===== config.mk =====
export PLATFORM = sky130hd
export DESIGN_NAME = neuron_accumulator
export DESIGN_NICKNAME = d
export VERILOG_FILES = /design/src/rtl/nn_pkg.sv /design/src/rtl/nn_activation.sv /design/src/rtl/neuron_accumulator.sv
export SDC_FILE = /design/constraint.sdc
export NUM_CORES = 1
export LEC_CHECK = 0
export BUFFER_PORTS_ARGS = -buffer_cell sky130_fd_sc_hd__clkbuf_2
export CAP_MARGIN = 20
export CORE_ASPECT_RATIO = 0.8
export CORE_MARGIN = 4
export CORE_UTILIZATION = 62
export CTS_CLUSTER_SIZE = 14
export DETAILED_ROUTE_END_ITERATION = 16
export GPL_ROUTABILITY_DRIVEN = 0
export PLACE_DENSITY_LB_ADDON = 0.3
export SLEW_MARGIN = 20
export SYNTH_ARGS = -nofsm -noshare
export SYNTH_HDL_FRONTEND = slang
export SYNTH_SLANG_ARGS = --single-unit
export TNS_END_PERCENT = 1

===== constraint.sdc =====
create_clock -name clk -period 5.5 [get_ports clk]
set_clock_uncertainty 0.1 [all_clocks]
set_input_delay 0.275 -clock clk [delete_from_list [all_inputs] [get_ports clk]]
set_output_delay 0.275 -clock clk [all_outputs]
set_load 0.05 [all_outputs]

===== src/rtl/nn_pkg.sv =====
// nn_pkg: shared defaults, FSM state type and saturation constant for the neuron datapath.
package nn_pkg;
    localparam int NN_DATA_W = 8;
    localparam int NN_ACC_W = 24;
    localparam int NN_FRAC = 4;
    localparam int NN_ADDR_W = 8;
    localparam logic [7:0] SAT_MAX = 8'h7F;
    typedef enum logic [1:0] {IDLE, RUN, DRAIN} state_t;
endpackage


===== src/rtl/nn_activation.sv =====
// nn_activation: ReLU plus requantize of an accumulator sum back to a saturated Q4.4 word.
module nn_activation
    import nn_pkg::*;
#(
    parameter int ACC_W = NN_ACC_W,
    parameter int DATA_W = NN_DATA_W,
    parameter int FRAC = NN_FRAC
) (
    input  logic signed [ACC_W-1:0] sum,
    output logic        [DATA_W-1:0] act
);
    logic signed [ACC_W-1:0] sh;
    always_comb begin
        sh = sum >>> FRAC;
        act = sum[ACC_W-1] ? '0 : (|sh[ACC_W-1:DATA_W-1]) ? DATA_W'(SAT_MAX) : sh[DATA_W-1:0];
    end
endmodule


===== src/rtl/neuron_accumulator.sv =====
// neuron_accumulator: three-stage multiply-accumulate over address-generator beats,
// writing one activated result per neuron.
module neuron_accumulator
    import nn_pkg::*;
#(
    parameter int DATA_W = NN_DATA_W,
    parameter int ACC_W = NN_ACC_W,
    parameter int FRAC = NN_FRAC,
    parameter int ADDR_W = NN_ADDR_W
) (
    input  logic              clk,
    input  logic              reset,
    input  logic              start,
    input  logic              beat_valid,
    input  logic              neuron_last,
    input  logic              layer_last,
    input  logic [ADDR_W-1:0] wr_addr_in,
    input  logic [DATA_W-1:0] weight_data,
    input  logic [DATA_W-1:0] neuro_data,
    output logic              wr_en,
    output logic [ADDR_W-1:0] wr_addr,
    output logic [DATA_W-1:0] wr_data,
    output logic              busy,
    output logic              layer_done
);
    state_t state_q, state_d;
    logic s1_v_q, s1_v_d, s1_nl_q, s1_nl_d, s1_ll_q, s1_ll_d;
    logic s2_v_q, s2_v_d, s2_nl_q, s2_nl_d, s2_ll_q, s2_ll_d;
    logic [ADDR_W-1:0] s1_addr_q, s1_addr_d, s2_addr_q, s2_addr_d, wr_addr_q, wr_addr_d;
    logic signed [2*DATA_W-1:0] s2_prod_q, s2_prod_d;
    logic signed [ACC_W-1:0] acc_q, acc_d, sum;
    logic [DATA_W-1:0] wr_data_q, wr_data_d, act;
    logic wr_en_q, wr_en_d, busy_q, busy_d, layer_done_q, layer_done_d;
    logic accept, fire;

    nn_activation #(.ACC_W(ACC_W), .DATA_W(DATA_W), .FRAC(FRAC)) u_act (.sum(sum), .act(act));

    always_comb begin
        accept = state_q == RUN && beat_valid && !start;
        fire = s2_v_q && s2_nl_q && !start;
        sum = acc_q + {{(ACC_W-2*DATA_W){s2_prod_q[2*DATA_W-1]}}, s2_prod_q};
        state_d = start ? RUN
                : (accept && layer_last) ? DRAIN
                : (state_q == DRAIN && layer_done_q) ? IDLE : state_q;
        s1_v_d = accept;
        s1_nl_d = accept && neuron_last;
        s1_ll_d = accept && layer_last;
        s1_addr_d = wr_addr_in;
        // RAM data lands one cycle after its beat, so the product is formed against stage-1 flags
        s2_v_d = s1_v_q && !start;
        s2_nl_d = s1_nl_q && !start;
        s2_ll_d = s1_ll_q && !start;
        s2_addr_d = s1_addr_q;
        s2_prod_d = $signed(weight_data) * $signed(neuro_data);
        acc_d = (start || (s2_v_q && s2_nl_q)) ? '0 : s2_v_q ? sum : acc_q;
        wr_en_d = fire;
        layer_done_d = fire && s2_ll_q;
        wr_addr_d = fire ? s2_addr_q : wr_addr_q;
        wr_data_d = fire ? act : wr_data_q;
        busy_d = state_d != IDLE;
    end

    always_ff @(posedge clk) begin
        if (reset) begin
            state_q <= IDLE;
            s1_v_q <= 1'b0;
            s1_nl_q <= 1'b0;
            s1_ll_q <= 1'b0;
            s1_addr_q <= '0;
            s2_v_q <= 1'b0;
            s2_nl_q <= 1'b0;
            s2_ll_q <= 1'b0;
            s2_addr_q <= '0;
            s2_prod_q <= '0;
            acc_q <= '0;
            wr_en_q <= 1'b0;
            layer_done_q <= 1'b0;
            wr_addr_q <= '0;
            wr_data_q <= '0;
            busy_q <= 1'b0;
        end else begin
            state_q <= state_d;
            s1_v_q <= s1_v_d;
            s1_nl_q <= s1_nl_d;
            s1_ll_q <= s1_ll_d;
            s1_addr_q <= s1_addr_d;
            s2_v_q <= s2_v_d;
            s2_nl_q <= s2_nl_d;
            s2_ll_q <= s2_ll_d;
            s2_addr_q <= s2_addr_d;
            s2_prod_q <= s2_prod_d;
            acc_q <= acc_d;
            wr_en_q <= wr_en_d;
            layer_done_q <= layer_done_d;
            wr_addr_q <= wr_addr_d;
            wr_data_q <= wr_data_d;
            busy_q <= busy_d;
        end
    end

    assign wr_en = wr_en_q;
    assign wr_addr = wr_addr_q;
    assign wr_data = wr_data_q;
    assign busy = busy_q;
    assign layer_done = layer_done_q;
endmodule


# ---- Yosys cells after proc, flatten, opt, wreduce, memory -nomap -nowiden
# Index checks and enable logic that the tools add are counted.
dict set report word_totals {
  wordCells 41
  reg_bits 83
  out_inout_bits 19
}
dict set report op_classes {
  n_reduce_logical 16
  add_sub_neg 1
  mux 5
  n_mul 1
  eq_ne 2
}
# op n
set op_table {}
lappend op_table {{24-bit adder} 1}
lappend op_table {{8-bit by 8-bit multiplier with 16-bit output} 1}
lappend op_table {{8-bit 2-to-1 mux} 2}
lappend op_table {{13-bit OR reduction} 1}
lappend op_table {{1-bit logical AND} 11}
lappend op_table {{2-bit 2-to-1 mux} 3}
lappend op_table {{2-bit by 1-bit equality test with 1-bit output, second input constant} 1}
lappend op_table {{2-bit equality test, second input constant} 1}
lappend op_table {{2-bit nonzero test} 1}
lappend op_table {{2-bit OR reduction} 1}
lappend op_table {{1-bit zero test} 1}
lappend op_table {{1-bit logical OR} 1}

# ---- Depth between registers and ports, before layout
dict set report logic_depth {
  depth_word 7
  ltp_mapped 18
  mapped_depth_nobuf 18
}

# ---- Hierarchy
# Synthesis repeated with hierarchy kept, for this count alone.
dict set report hier_totals {
  cells_unflattened 754
  area_unflattened_um2 6562.5
}
# module cells_per_inst seq_area_each_um2 area_each_um2 n_inst
set modules_own_cells {}
lappend modules_own_cells {neuron_accumulator 734 1661.6 6412.4 1}
lappend modules_own_cells {nn_activation 20 0.0 150.1 1}

# ---- Least setup slack after synthesis
# Ideal clock, no wire load.
dict set report synth_timing {
  path_kind {input -> register}
  from {input port weight_data[3]}
  to {register s2_prod_q[14]}
  t_required_ns 5.269
  path_slack_ns 1.426
  t_arrival_ns 3.843
  path_stages 17
  setup_time_ns 0.131
  cell_sequence {and2_1 -> fa_1 -> inv_1 -> fa_1 -> inv_1 -> fa_1 -> inv_1 -> fa_1 -> inv_1 -> ha_1 -> o21ai_0 -> a21oi_1 -> o21ai_0 -> a21oi_1 -> o211ai_1 -> nand3b_1 -> nor3b_1}
}
dict set report synth_between {
  elab_chain_len 1
}
# item line
set synth_rtl {}
lappend synth_rtl {{start, declared} neuron_accumulator.sv:18} ;# input logic [DATA_W-1:0] weight_data,
lappend synth_rtl {{8-bit by 8-bit multiplier with 16-bit output} neuron_accumulator.sv:54} ;# s2_prod_d = $signed(weight_data) * $signed(neuro_data);
lappend synth_rtl {{end signal, assigned} neuron_accumulator.sv:91} ;# s2_prod_q <= s2_prod_d;
lappend synth_rtl {{end, declared} neuron_accumulator.sv:30} ;# logic signed [2*DATA_W-1:0] s2_prod_q, s2_prod_d;
# No other way between the ends.
# A chain may end at the register's enable or synchronous reset.

# ---- Worst setup path after layout
dict set report layout_timing {
  from {input port weight_data[0]}
  to {register s2_prod_q[14]}
}
# Same word-level chain as after synthesis.

==> impl_metrics.env <==
export IMPL_antenna_found_initial=0
export IMPL_synthFlopType="dfxtp_1"
export IMPL_syn_area_per_cell_um2=8.94
export IMPL_maxCapViolCount=0
export IMPL_start_kind="primary input"
export IMPL_relSlewSlack_pct=39.0
export IMPL_critical_path_class="in -> reg"
export IMPL_postCtsHoldBufs=0
export IMPL_wire_per_inst_um=15.2
export IMPL_yosysTopAreaCellShare_pct=25.7
export IMPL_yosysTopAreaCell="dfxtp_1"
export IMPL_powerDensity_mw_per_mm2=361
export IMPL_report_final_slew_viol_count=0
export IMPL_die_height_um=99.3
export IMPL_n_antenna_cell=0
export IMPL_netlist_area_mm2=0.00645
export IMPL_endpoint_kind="register"
export IMPL_ys_async_sr_fraction_pct=0
export IMPL_post_cts_buffers=0
export IMPL_grt_total_usage_pct=24.1
export IMPL_cts_root_buf="clkbuf_16"
export IMPL_drc=0
export IMPL_die_w_um=122
export IMPL_fmax_mhz=240
export IMPL_critPathRequiredTime_ns=5.65
export IMPL_clock_latency_ns=0.34
export IMPL_synth_common_cells="89 x inv_1, 83 x dfxtp_1, 76 x nand2_1"
export IMPL_cts_buffers=9
export IMPL_io_buffer_count=48
export IMPL_yosysMostFrequentCell="inv_1"
export IMPL_hpwl_um=10900
export IMPL_yosys_register_bits=83
export IMPL_ant_nets=0
export IMPL_setup_viol=0
export IMPL_final_cell_count_no_fill=908
export IMPL_dieArea_mm2=0.0121
export IMPL_worstMarginPinSlew_ns=0.912
export IMPL_ys_types=62
export IMPL_rrSetupSlack_ns=2.21
export IMPL_cts_tree="yes"
export IMPL_synth_seq_area_share_pct=25.7
export IMPL_hold_viol_final=0
export IMPL_row_count=33
export IMPL_syn_inst=722
export IMPL_clk_pin_slew_worst_paths_ns=0.06
export IMPL_p_leak_uw=0.00315
export IMPL_routed_wl_um=13800
export IMPL_drtIter0Drc=317
export IMPL_io_pins=49
export IMPL_grt_start_max_net_pins=46
export IMPL_layout_min_cycle_time_ns=4.17
export IMPL_synth_edf_count=0
export IMPL_firstDrtPassIters=5
export IMPL_path_max_fanout=8
export IMPL_cts_resized=0
export IMPL_vias_per_cell=5.64
export IMPL_drive_gt1_share_pct=11.5
export IMPL_core_area_mm2=0.0102
export IMPL_status="finished clean"
export IMPL_first_global_vias=5225
export IMPL_yosys_top_cells_area="dfxtp_1 26%, fa_1 17%, ha_1 10%"
export IMPL_htreeDepth=3
export IMPL_grt_pass1_wl_um=23700
export IMPL_syn_nets=860
export IMPL_initial_core_util_pct=63.3
export IMPL_peakVddDrop_mv=0.272
export IMPL_fin_setup_tns_ns=0
export IMPL_nets=901
export IMPL_cts_sinks=83
export IMPL_grt_overflow_total=0
export IMPL_rsz0062_at_grt="false"
export IMPL_ys_warn_count=0
export IMPL_fin_crit_sh_pct=75.9
export IMPL_synthToLayoutAreaGrowth_pct=9.67
export IMPL_place_inst=892
export IMPL_cp_data_arrival_time_ns=4.33
export IMPL_hold_path_class="in -> reg"
export IMPL_clockBufferDepth=2
export IMPL_vias=5124
[layout make-up]
cell class              count  area [µm²]
clock buffers              10         229
clock inverters             6        50.0
fillers                   795        3120
inverters                  89         334
multi-input cells         531        4380
flip-flops and latches     83        1660
well taps                 140         175
repair buffers             49         248
[critical path, stage by stage]
cell and delay (ns):
clkbuf_2 0.14, nand2b_1 0.18, fa_1 0.53, fa_1 0.55, inv_1 0.05, fa_1 0.52
inv_1 0.05, fa_1 0.52, inv_1 0.04, ha_1 0.32, o21ai_0 0.12, a21oi_1 0.11
o21ai_0 0.21, a21oi_1 0.12, o211ai_1 0.25, a21boi_0 0.13, nor3b_1 0.17
[placed cells by master, fill, tap and decap left out, types with 5 or more instances in the layout]
cell type,n
inv_1,89
dfxtp_1,83
nand2_1,76
fa_1,56
nor2_1,53
ha_1,52
clkbuf_2,48
and2_1,46
a21oi_1,41
nor2b_1,34
o21ai_0,23
xnor2_1,21
mux2i_1,12
a21o_1,10
nor3_1,10
clkbuf_16,9
nor3b_1,7
a32oi_1,7
xor2_1,6
o21a_1,5
[metrics by stage]
step / total power [µW] / utilization [%] / setup WS [ns] / instance area [µm²] / hold WS [ns]
2_1_floorplan: 1710 / - / 1.43 / 6450 / 0.289
3_3_place_gp: 1930 / 66.7 / 1.09 / 6800 / 0.313
3_5_place_dp: 1980 / 66.7 / 0.986 / 6800 / 0.316
4_1_cts: 2560 / 69.4 / 1.34 / 7080 / 0.0333
5_1_grt: 2770 / 69.4 / 1.07 / 7080 / 0.0368
6_report: 2550 / 69.4 / 1.33 / 7080 / 0.0348
[layer usage]
metal	GRT usage, %	wire length (µm)	part of all wire (%)
met3	6.82	1050	7.6
met1	31.3	5830	42
met2	40.6	6720	49
met5	0	0	0
met4	5.08	174	1.3
[worst paths after layout]
kind / to / cells after the start / from
setup / recovery: s2_prod_q[14]$_SDFF_PP0_ / 17 / weight_data[0]
hold / removal: s1_nl_q$_SDFF_PP0_ / 2 / neuron_last
setup reg to reg: wr_data[5]$_SDFFE_PP0P_ / 9 / s2_prod_q[15]$_SDFF_PP0_
hold reg to reg: s2_nl_q$_SDFF_PP0_ / 1 / s1_nl_q$_SDFF_PP0_
[where the power goes]
part           switching [µW]  internal [µW]  leakage, µW
logic                     751            549      0.00234
registers                36.4            654     0.000677
clock network             252            311     0.000135
total                    1040           1510      0.00315
[state kept, by name (all words and copies together) (netlist names), 2 cells and up]
name and count:
acc_q 24, s2_prod_q 16, s1_addr_q 8, s2_addr_q 8, wr_addr 8, wr_data 8
state_q 2
[cell families after synthesis]
kind of cell,Yosys count,share of synthesized area [%]
and+or+nand+nor,258,20.6
buffers and inverters,108,6.38
adders and majority gates,108,27.5
muxes,13,2.04
xor gates and xnor gates,31,4.77
AOI/OAI and AO/OA,121,13.0
DFF,83,25.7
Note: power is estimated with default switching activity, not from simulation.
